`src/rtl/pipe_ctrl.sv`:
```
// pipe_ctrl: central sequencer for the 5-stage pipeline (PC enable, b1..b4 enable/flush).
// Latency: all control outputs are combinational from state and inputs; state/counters/mem_err are registered.
// Backpressure: a busy data memory freezes the whole pipe (MWAIT) until mem_ready or the timeout releases it.
//
// Ports:
//   clk, rst_n                       clock, asynchronous active-low reset
//   id_rs, id_rt, id_uses_rt         source registers of the instruction in ID
//   ex_memtoreg, ex_AW               load flag and destination register held in ID/EX
//   mem_pcsrc, mem_zero              branch and its condition held in EX/MEM
//   mem_er, mem_ew, mem_ready        data-memory request and completion
//   pc_en, b1_en..b4_en              PC and buffer load enables
//   b1_flush..b3_flush               buffer clears (override the enables)
//   take_branch                      select branch target into the PC
//   mem_err                          sticky memory-timeout flag
//   state                            RUN=0, MWAIT=1, BFLUSH=2
// Optional macro PIPE_CTRL_PERF_EN adds saturating stall_cnt, flush_cnt, memwait_cnt outputs.

module pipe_ctrl #(
  parameter int MEM_TIMEOUT  = 16,
  parameter int FLUSH_CYCLES = 1
) (
  input  logic        clk,
  input  logic        rst_n,
  input  logic [4:0]  id_rs,
  input  logic [4:0]  id_rt,
  input  logic        id_uses_rt,
  input  logic        ex_memtoreg,
  input  logic [4:0]  ex_AW,
  input  logic        mem_pcsrc,
  input  logic        mem_zero,
  input  logic        mem_er,
  input  logic        mem_ew,
  input  logic        mem_ready,
  output logic        pc_en,
  output logic        b1_en,
  output logic        b2_en,
  output logic        b3_en,
  output logic        b4_en,
  output logic        b1_flush,
  output logic        b2_flush,
  output logic        b3_flush,
  output logic        take_branch,
  output logic        mem_err,
  output logic [1:0]  state
`ifdef PIPE_CTRL_PERF_EN
  ,
  output logic [31:0] stall_cnt,
  output logic [31:0] flush_cnt,
  output logic [31:0] memwait_cnt
`endif
);

  typedef enum logic [1:0] {
    RUN    = 2'd0,
    MWAIT  = 2'd1,
    BFLUSH = 2'd2
  } state_t;

  // One counter serves both the memory timeout and the flush count.
  localparam int CNT_MAX = (MEM_TIMEOUT > 7) ? MEM_TIMEOUT : 7;
  localparam int CW      = $clog2(CNT_MAX + 1);
  localparam logic [CW-1:0] TO_VAL = CW'(MEM_TIMEOUT);
  localparam logic [CW-1:0] FL_VAL = CW'(FLUSH_CYCLES);
  localparam logic [CW-1:0] ONE    = CW'(1);

  state_t          state_q, state_d;
  logic [CW-1:0]   cnt_q, cnt_d;
  logic            mem_err_q, mem_err_d;

  logic mem_busy, br, lu;
  logic run_mode, busy_eff;

  assign mem_busy = (mem_er | mem_ew) & ~mem_ready;
  assign br       = mem_pcsrc & mem_zero;
  assign lu       = ex_memtoreg & (ex_AW != 5'd0) &
                    ((ex_AW == id_rs) | (id_uses_rt & (ex_AW == id_rt)));

  always_ff @(posedge clk or negedge rst_n) begin
    if (!rst_n) begin
      state_q   <= RUN;
      cnt_q     <= '0;
      mem_err_q <= 1'b0;
    end else begin
      state_q   <= state_d;
      cnt_q     <= cnt_d;
      mem_err_q <= mem_err_d;
    end
  end

  always_comb begin
    state_d     = state_q;
    cnt_d       = cnt_q;
    mem_err_d   = mem_err_q;
    pc_en       = 1'b0;
    b1_en       = 1'b0;
    b2_en       = 1'b0;
    b3_en       = 1'b0;
    b4_en       = 1'b0;
    b1_flush    = 1'b0;
    b2_flush    = 1'b0;
    b3_flush    = 1'b0;
    take_branch = 1'b0;
    run_mode    = 1'b0;
    busy_eff    = mem_busy;

    case (state_q)
      RUN: run_mode = 1'b1;
      MWAIT: begin
        if (mem_busy && (cnt_q != TO_VAL)) begin
          cnt_d = cnt_q + ONE;       // still frozen
        end else begin
          // Completion or timeout: this cycle acts as RUN with memory idle,
          // so a branch or load-use held behind the access is serviced now.
          run_mode = 1'b1;
          busy_eff = 1'b0;
          if (mem_busy) mem_err_d = 1'b1;
        end
      end
      BFLUSH: begin
        if (mem_busy) begin
          // Remaining flush count is dropped; the frozen pipe holds no wrong-path fetch
          // beyond what b1 already captured and will be flushed... only via MWAIT rules.
          state_d = MWAIT;
          cnt_d   = ONE;
        end else begin
          pc_en    = 1'b1;
          b1_en    = 1'b1;
          b2_en    = 1'b1;
          b3_en    = 1'b1;
          b4_en    = 1'b1;
          b1_flush = 1'b1;
          if (cnt_q == FL_VAL) begin
            state_d = RUN;
            cnt_d   = '0;
          end else begin
            cnt_d = cnt_q + ONE;
          end
        end
      end
      default: begin
        state_d = RUN;
        cnt_d   = '0;
      end
    endcase

    if (run_mode) begin
      if (busy_eff) begin
        state_d = MWAIT;
        cnt_d   = ONE;
      end else if (br) begin
        // Branch wins over load-use: the dependent ID instruction is flushed anyway.
        take_branch = 1'b1;
        pc_en       = 1'b1;
        b1_en       = 1'b1;
        b2_en       = 1'b1;
        b3_en       = 1'b1;
        b4_en       = 1'b1;
        b1_flush    = 1'b1;
        b2_flush    = 1'b1;
        b3_flush    = 1'b1;
        if (FLUSH_CYCLES > 0) begin
          state_d = BFLUSH;
          cnt_d   = ONE;
        end else begin
          state_d = RUN;
          cnt_d   = '0;
        end
      end else if (lu) begin
        // Hold PC and IF/ID, inject one bubble into ID/EX.
        b2_en    = 1'b1;
        b2_flush = 1'b1;
        b3_en    = 1'b1;
        b4_en    = 1'b1;
        state_d  = RUN;
        cnt_d    = '0;
      end else begin
        pc_en   = 1'b1;
        b1_en   = 1'b1;
        b2_en   = 1'b1;
        b3_en   = 1'b1;
        b4_en   = 1'b1;
        state_d = RUN;
        cnt_d   = '0;
      end
    end

    // While in reset the buffers are held clear regardless of state.
    if (!rst_n) begin
      pc_en       = 1'b0;
      b1_en       = 1'b0;
      b2_en       = 1'b0;
      b3_en       = 1'b0;
      b4_en       = 1'b0;
      b1_flush    = 1'b1;
      b2_flush    = 1'b1;
      b3_flush    = 1'b1;
      take_branch = 1'b0;
    end
  end

  assign mem_err = mem_err_q;
  assign state   = state_q;

`ifdef PIPE_CTRL_PERF_EN
  // A load-use bubble is the only case flushing b2 without b1.
  logic stall_ev;
  assign stall_ev = b2_flush & ~b1_flush & rst_n;

  always_ff @(posedge clk or negedge rst_n) begin
    if (!rst_n) begin
      stall_cnt   <= '0;
      flush_cnt   <= '0;
      memwait_cnt <= '0;
    end else begin
      if (stall_ev && (stall_cnt != '1))
        stall_cnt <= stall_cnt + 32'd1;
      if (take_branch && (flush_cnt != '1))
        flush_cnt <= flush_cnt + 32'd1;
      if ((state_q == MWAIT) && (memwait_cnt != '1))
        memwait_cnt <= memwait_cnt + 32'd1;
    end
  end
`endif

endmodule

```
`config.mk`:
```
export PLATFORM = sky130hd
export DESIGN_NAME = pipe_ctrl
export DESIGN_NICKNAME = d
export VERILOG_FILES = /design/src/rtl/pipe_ctrl.sv
export SDC_FILE = /design/constraint.sdc
export NUM_CORES = 1
export LEC_CHECK = 0
export CORE_MARGIN = 3
export CORE_UTILIZATION = 43
export DETAILED_ROUTE_END_ITERATION = 8
export PLACE_DENSITY = 0.92
export SYNTH_ARGS = -nofsm -noshare
export SYNTH_HDL_FRONTEND = slang
export SYNTH_SLANG_ARGS = --single-unit
```
`constraint.sdc`:
```
create_clock -name clk -period 3.7 [get_ports clk]
set_input_delay 0.74 -clock clk [delete_from_list [all_inputs] [get_ports clk]]
set_output_delay 0.74 -clock clk [all_outputs]
set_load 0.05 [all_outputs]
```
== Word level (Yosys, flattened, before mapping) ==
Index checks and enable logic that the tools add are counted.
Widths: inputs -> output; s select.

* Reductions and logical operators: 7
* Add/sub/neg operators: 1
* Bitwise logic cells: 9
* Muxes and demuxes: 41
* Eq/ne operators: 10

{| class="wikitable"
|+ Operator list
! operator !! count
|-
| $mux 1 || 29
|-
| $mux 5 || 4
|-
| $pmux 5 s3 || 1
|-
| $eq 5x5->1 || 2
|-
| $mux 2 || 5
|-
| $add 5x1->5 const B || 1
|-
| $and 1x1->1 || 5
|-
| $eq 5x1->1 const B || 1
|-
| $ne 5x5->1 const B || 1
|-
| $reduce_bool 5->1 || 1
|-
| $ne 4x4->1 const B || 1
|-
| $pmux 2 s2 || 1
|-
| $reduce_and 2->1 || 2
|-
| $ne 3x3->1 const B || 1
|-
| $reduce_and 3->1 || 1
|-
| $eq 2x1->1 const B || 1
|-
| $eq 2x2->1 const B || 1
|-
| $logic_not 2->1 || 1
|-
| $ne 2x1->1 const B || 1
|-
| $ne 2x2->1 const B || 1
|-
| $not 1->1 || 2
|-
| $or 1x1->1 || 2
|-
| $pmux 1 s2 || 1
|-
| $reduce_or 2->1 || 1
|-
| $logic_and 1x1->1 || 1
|}

* Word-level logic and storage cells: 71
* Output and inout port bits: 12
* Register bits: 8
* Bits of input ports: 24

== Depth between registers and ports, before layout ==
* Depth in word-level cells: 9
* Depth in mapped cells: 7
* Mapped depth without buffers: 6

== Worst setup path before layout ==
Ideal clock, no wire load.

* Path kind: reg2out
* Start: register state_q[0], in the netlist state[0]
* End: output pc_en
* Stages on the path, launching flop included: 7
* Arrival: 2.730 ns
* Buffers on the path: 1
* Slack: 0.230 ns
* Data required time: 2.960 ns
* Cell sequence: dfrtp_1 > ha_1 > nand3_1 > nor2_4 > o21a_1 > o41a_1 > buf_4

* Cells in the longest elaborated chain, start to end: 7
* Elaborated cells on any way between the ends: 11
* Those cells by class: eq/ne (2); mux (8); reduce/logical (1)

{| class="wikitable"
|+ Ends and longest elaborated chain
! element !! line !! RTL
|-
| from (decl) || 66 || <nowiki>state_t state_q, state_d;</nowiki>
|-
| from (signal assigned) || 84 || <nowiki>state_q <= state_d;</nowiki>
|-
| $eq 2x2->1 || n/a ||
|-
| $mux 1 (4 in a row) || n/a ||
|-
| $mux 1 (*) (2 in a row) || n/a ||
|-
| to (decl) || 34 || <nowiki>output logic pc_en,</nowiki>
|}

Every way passes the cells marked *; elsewhere a longest branch is shown, timed or not.

== Worst setup path in the final report ==
* Start: input mem_ew
* End: output b4_en

* Cells in the longest elaborated chain, start to end: 8
* Elaborated cells on any way between the ends: 12
* Those cells by class: mux (9); bitwise (2); reduce/logical (1)

{| class="wikitable"
|+ Ends and longest elaborated chain
! element !! line !! RTL
|-
| from (decl) || 32 || <nowiki>input logic mem_ew,</nowiki>
|-
| $or 1x1->1 (*) || 73 || <nowiki>assign mem_busy = (mem_er | mem_ew) & ~mem_ready;</nowiki>
|-
| $and 1x1->1 (*) || 73 ||
|-
| $logic_and 1x1->1 || 109 || <nowiki>if (mem_busy && (cnt_q != TO_VAL)) begin</nowiki>
|-
| $mux 1 || 109 ||
|-
| $mux 1 || 106 || <nowiki>case (state_q)</nowiki>
|-
| $mux 1 || 147 || <nowiki>if (busy_eff) begin</nowiki>
|-
| $mux 1 (*) || 146 || <nowiki>if (run_mode) begin</nowiki>
|-
| $mux 1 (*) || 188 || <nowiki>if (!rst_n) begin</nowiki>
|-
| to (decl) || 38 || <nowiki>output logic b4_en,</nowiki>
|}

Marked as above.

==> out/qor.yml <==
status: "complete, no violations"
post-place-ws_ns: 0.429
worstSetupEndpointType: "output port"
hold_viol: 0
synth_cell_types: 36
wire_per_inst_um: 15.8
cts_hold_buf: 0
slew_headroom_pct: 65.6
synth_edf_count: 0
holdPathStages: 1
yosysSeqAreaShare_pct: 26.6
clk_pin_slew_ns: 0.05
cp_max_fo: 4
multi_input_area_um2: 507
core_mm2: 0.00158
critPathRequiredTime_ns: 2.96
critical_path_class: "input port to output port"
antenna_cells: 0
dp_cells: 133
fin_crit_ns: 3.29
drt_first_iter_violations: 12
power_switching_uw: 151
cts_made_buffers: 3
syn_inst: 84
num_vias: 757
p_clk_share_pct: 17.2
r2r_cells: 5
cts_resized: 0
max-vdd-ir-drop_v: 0.000340
overflow: 0
remaining_drc_errors: 0
min_path_type: "register to register"
initial_core_util_pct: 47.7
swShare_pct: 41.1
seq_power_share_pct: 28.1
internal_power_uw: 217
cts_tree: "built"
ys_warn_count: 0
numClockSinks: 8
rsz0062_at_grt: "false"
dp_hpwl_mm: 1.86
regArea_um2: 200
grt_first_pass_wirelength_mm: 3.31
post_cts_buffers: 0
power-per-cell-area_mw_per_mm2: 330
pwr-share-comb_pct: 54.6
grt_max_degree: 13
postSynth.asyncResetShare_pct: 100
groute.usage.overall_pct: 20.8
final_nets: 152
antenna_found_initial: 0
finalSetupTns_ns: 0
syn-num-nets: 114
clk_path_buf_depth: 2
cts_htree_levels: 1
ys.flop_type: "dfrtp_1"
viasPerCell: 5.57
chipHeight_um: 47.8
grt_pass1_vias: 750
worstSetupStartpointType: "input port"
rows: 14
netlist_area_um2: 752
fill_cells: 126
ant_nets: 0
place.gp.congestion: 0.883
slew_viol_final: 0
fmax_mhz: 304
syn2layout_area_growth_pct: 48.3
fp.dieArea_mm2: 0.00229
post-route-period-util_pct: 88.9
postLayoutSetupSlackWorst_ns: 0.412
arrival_ns: 2.55
finClkSkew_ns: 0.00481
fp.dieW_um: 47.8
drv_cap: 0
root_buffer: "clkbuf_4"
syn_area_per_cell_um2: 8.95
final_cells: 136
ys_ff_latch: 8
cellLeakagePower_nw: 0.487
wl_mm: 2.15
clkLatencyLatePin_ns: 0.25
worst_pin_slew_ns: 0.515
ios: 36
port_buffers: 35
dr.pass1.iters: 4
layout-drive-gt1-share_pct: 13.3
setup_viol: 0
==> stage by stage <==
step | power [mW] | hold WS, ns | utilization [%] | instance area [um2]
2_1_floorplan | 0.234 | 0.444 | - | 752
3_3_place_gp | 0.295 | 0.441 | 69.3 | 1090
3_5_place_dp | 0.304 | 0.448 | 69.3 | 1090
4_1_cts | 0.371 | 0.464 | 70.7 | 1110
5_1_grt | 0.386 | 0.489 | 70.7 | 1110
6_report | 0.368 | 0.461 | 70.7 | 1110
==> final cells by class <==
type / instances / area share [%]
tap: 16 / 1.80
sequential: 8 / 18.0
inverter: 6 / 2.02
timing repair buffer: 36 / 30.8
clock buffer: 3 / 2.02
multi-input combinational: 67 / 45.5
==> final timing paths <==
path / startpoint / endpoint / slack, ns
worst max-delay path: mem_ew / b4_en / 0.41
worst min-delay path: mem_err / mem_err / 0.46
worst max register to register: cnt_q[0] / state[0] / 1.84
worst min register to register: mem_err / mem_err / 0.46
max in group asynchronous: rst_n / mem_err / 2.68
min in group asynchronous: rst_n / cnt_q[0] / 0.87
==> synthesized netlist by cell type, types with 2 or more instances <==
cell type,instances,area (um2)
a21oi_1,2,10.0
buf_4,3,22.5
dfrtp_1,8,200
ha_1,6,75.1
inv_1,6,22.5
nand2_1,5,18.8
nand3_1,5,25.0
nor2_1,8,30.0
nor3_1,2,10.0
o21ai_1,2,10.0
xnor2_1,2,17.5
xor2_1,11,96.3
==> metal layers <==
layer  wire, um  vias to the layer above  global-route usage [%]
met2       1120                       36                    35.4
met5          0                        -                       0
met1        882                      345                    26.2
li1           -                      370                       -
met4         49                        0                    7.53
met3        103                        6                    3.38
==> placed cells by master (no fill, tap or decap), types with 2 or more instances in the layout <==
master,count
buf_4,7
clkdlybuf4s50_1,29
nand3_1,5
o21ai_1,2
nor3_1,2
a21oi_1,2
nand2_1,5
dfrtp_1,8
xnor2_1,2
xor2_1,11
clkbuf_4,3
nor2_1,8
inv_1,6
ha_1,6
==> cell families (layout without fill, tap and decap cells) <==
logic type | after synthesis | after routing | share of synthesized area [%]
and+or+nand+nor | 30 | 30 | 22.0
buffers and inverters | 9 | 45 | 5.99
DFF | 8 | 8 | 26.6
muxes | 1 | 1 | 2.00
adders and majority gates | 6 | 6 | 9.98
AOI/OAI and AO/OA | 17 | 17 | 18.3
xor gates and xnor gates | 13 | 13 | 15.1
==> power groups by stage <==
| stage | clock network, mW | logic [mW] | registers (mW) |
|---|---|---|---|
| after CTS | 0.0665 | 0.201 | 0.103 |
| after global routing | 0.0691 | 0.213 | 0.104 |
| after floorplan | 0 | 0.121 | 0.112 |
| after detailed placement | 0 | 0.200 | 0.104 |
| final | 0.0633 | 0.201 | 0.104 |
| after global placement | 0 | 0.192 | 0.103 |
==> sequential cells by signal, summed over array words and instances (netlist names) <==
register,flops
state,2
mem_err,1
cnt_q,5
==> worst max-delay path, cell delays in order <==
cell and delay, ns:
clkdlybuf4s50_1 0.42, o21ba_2 0.25, nor2_1 0.11, o21a_1 0.19, clkdlybuf4s50_1 0.84
Note: power is estimated with default switching activity, not from simulation.
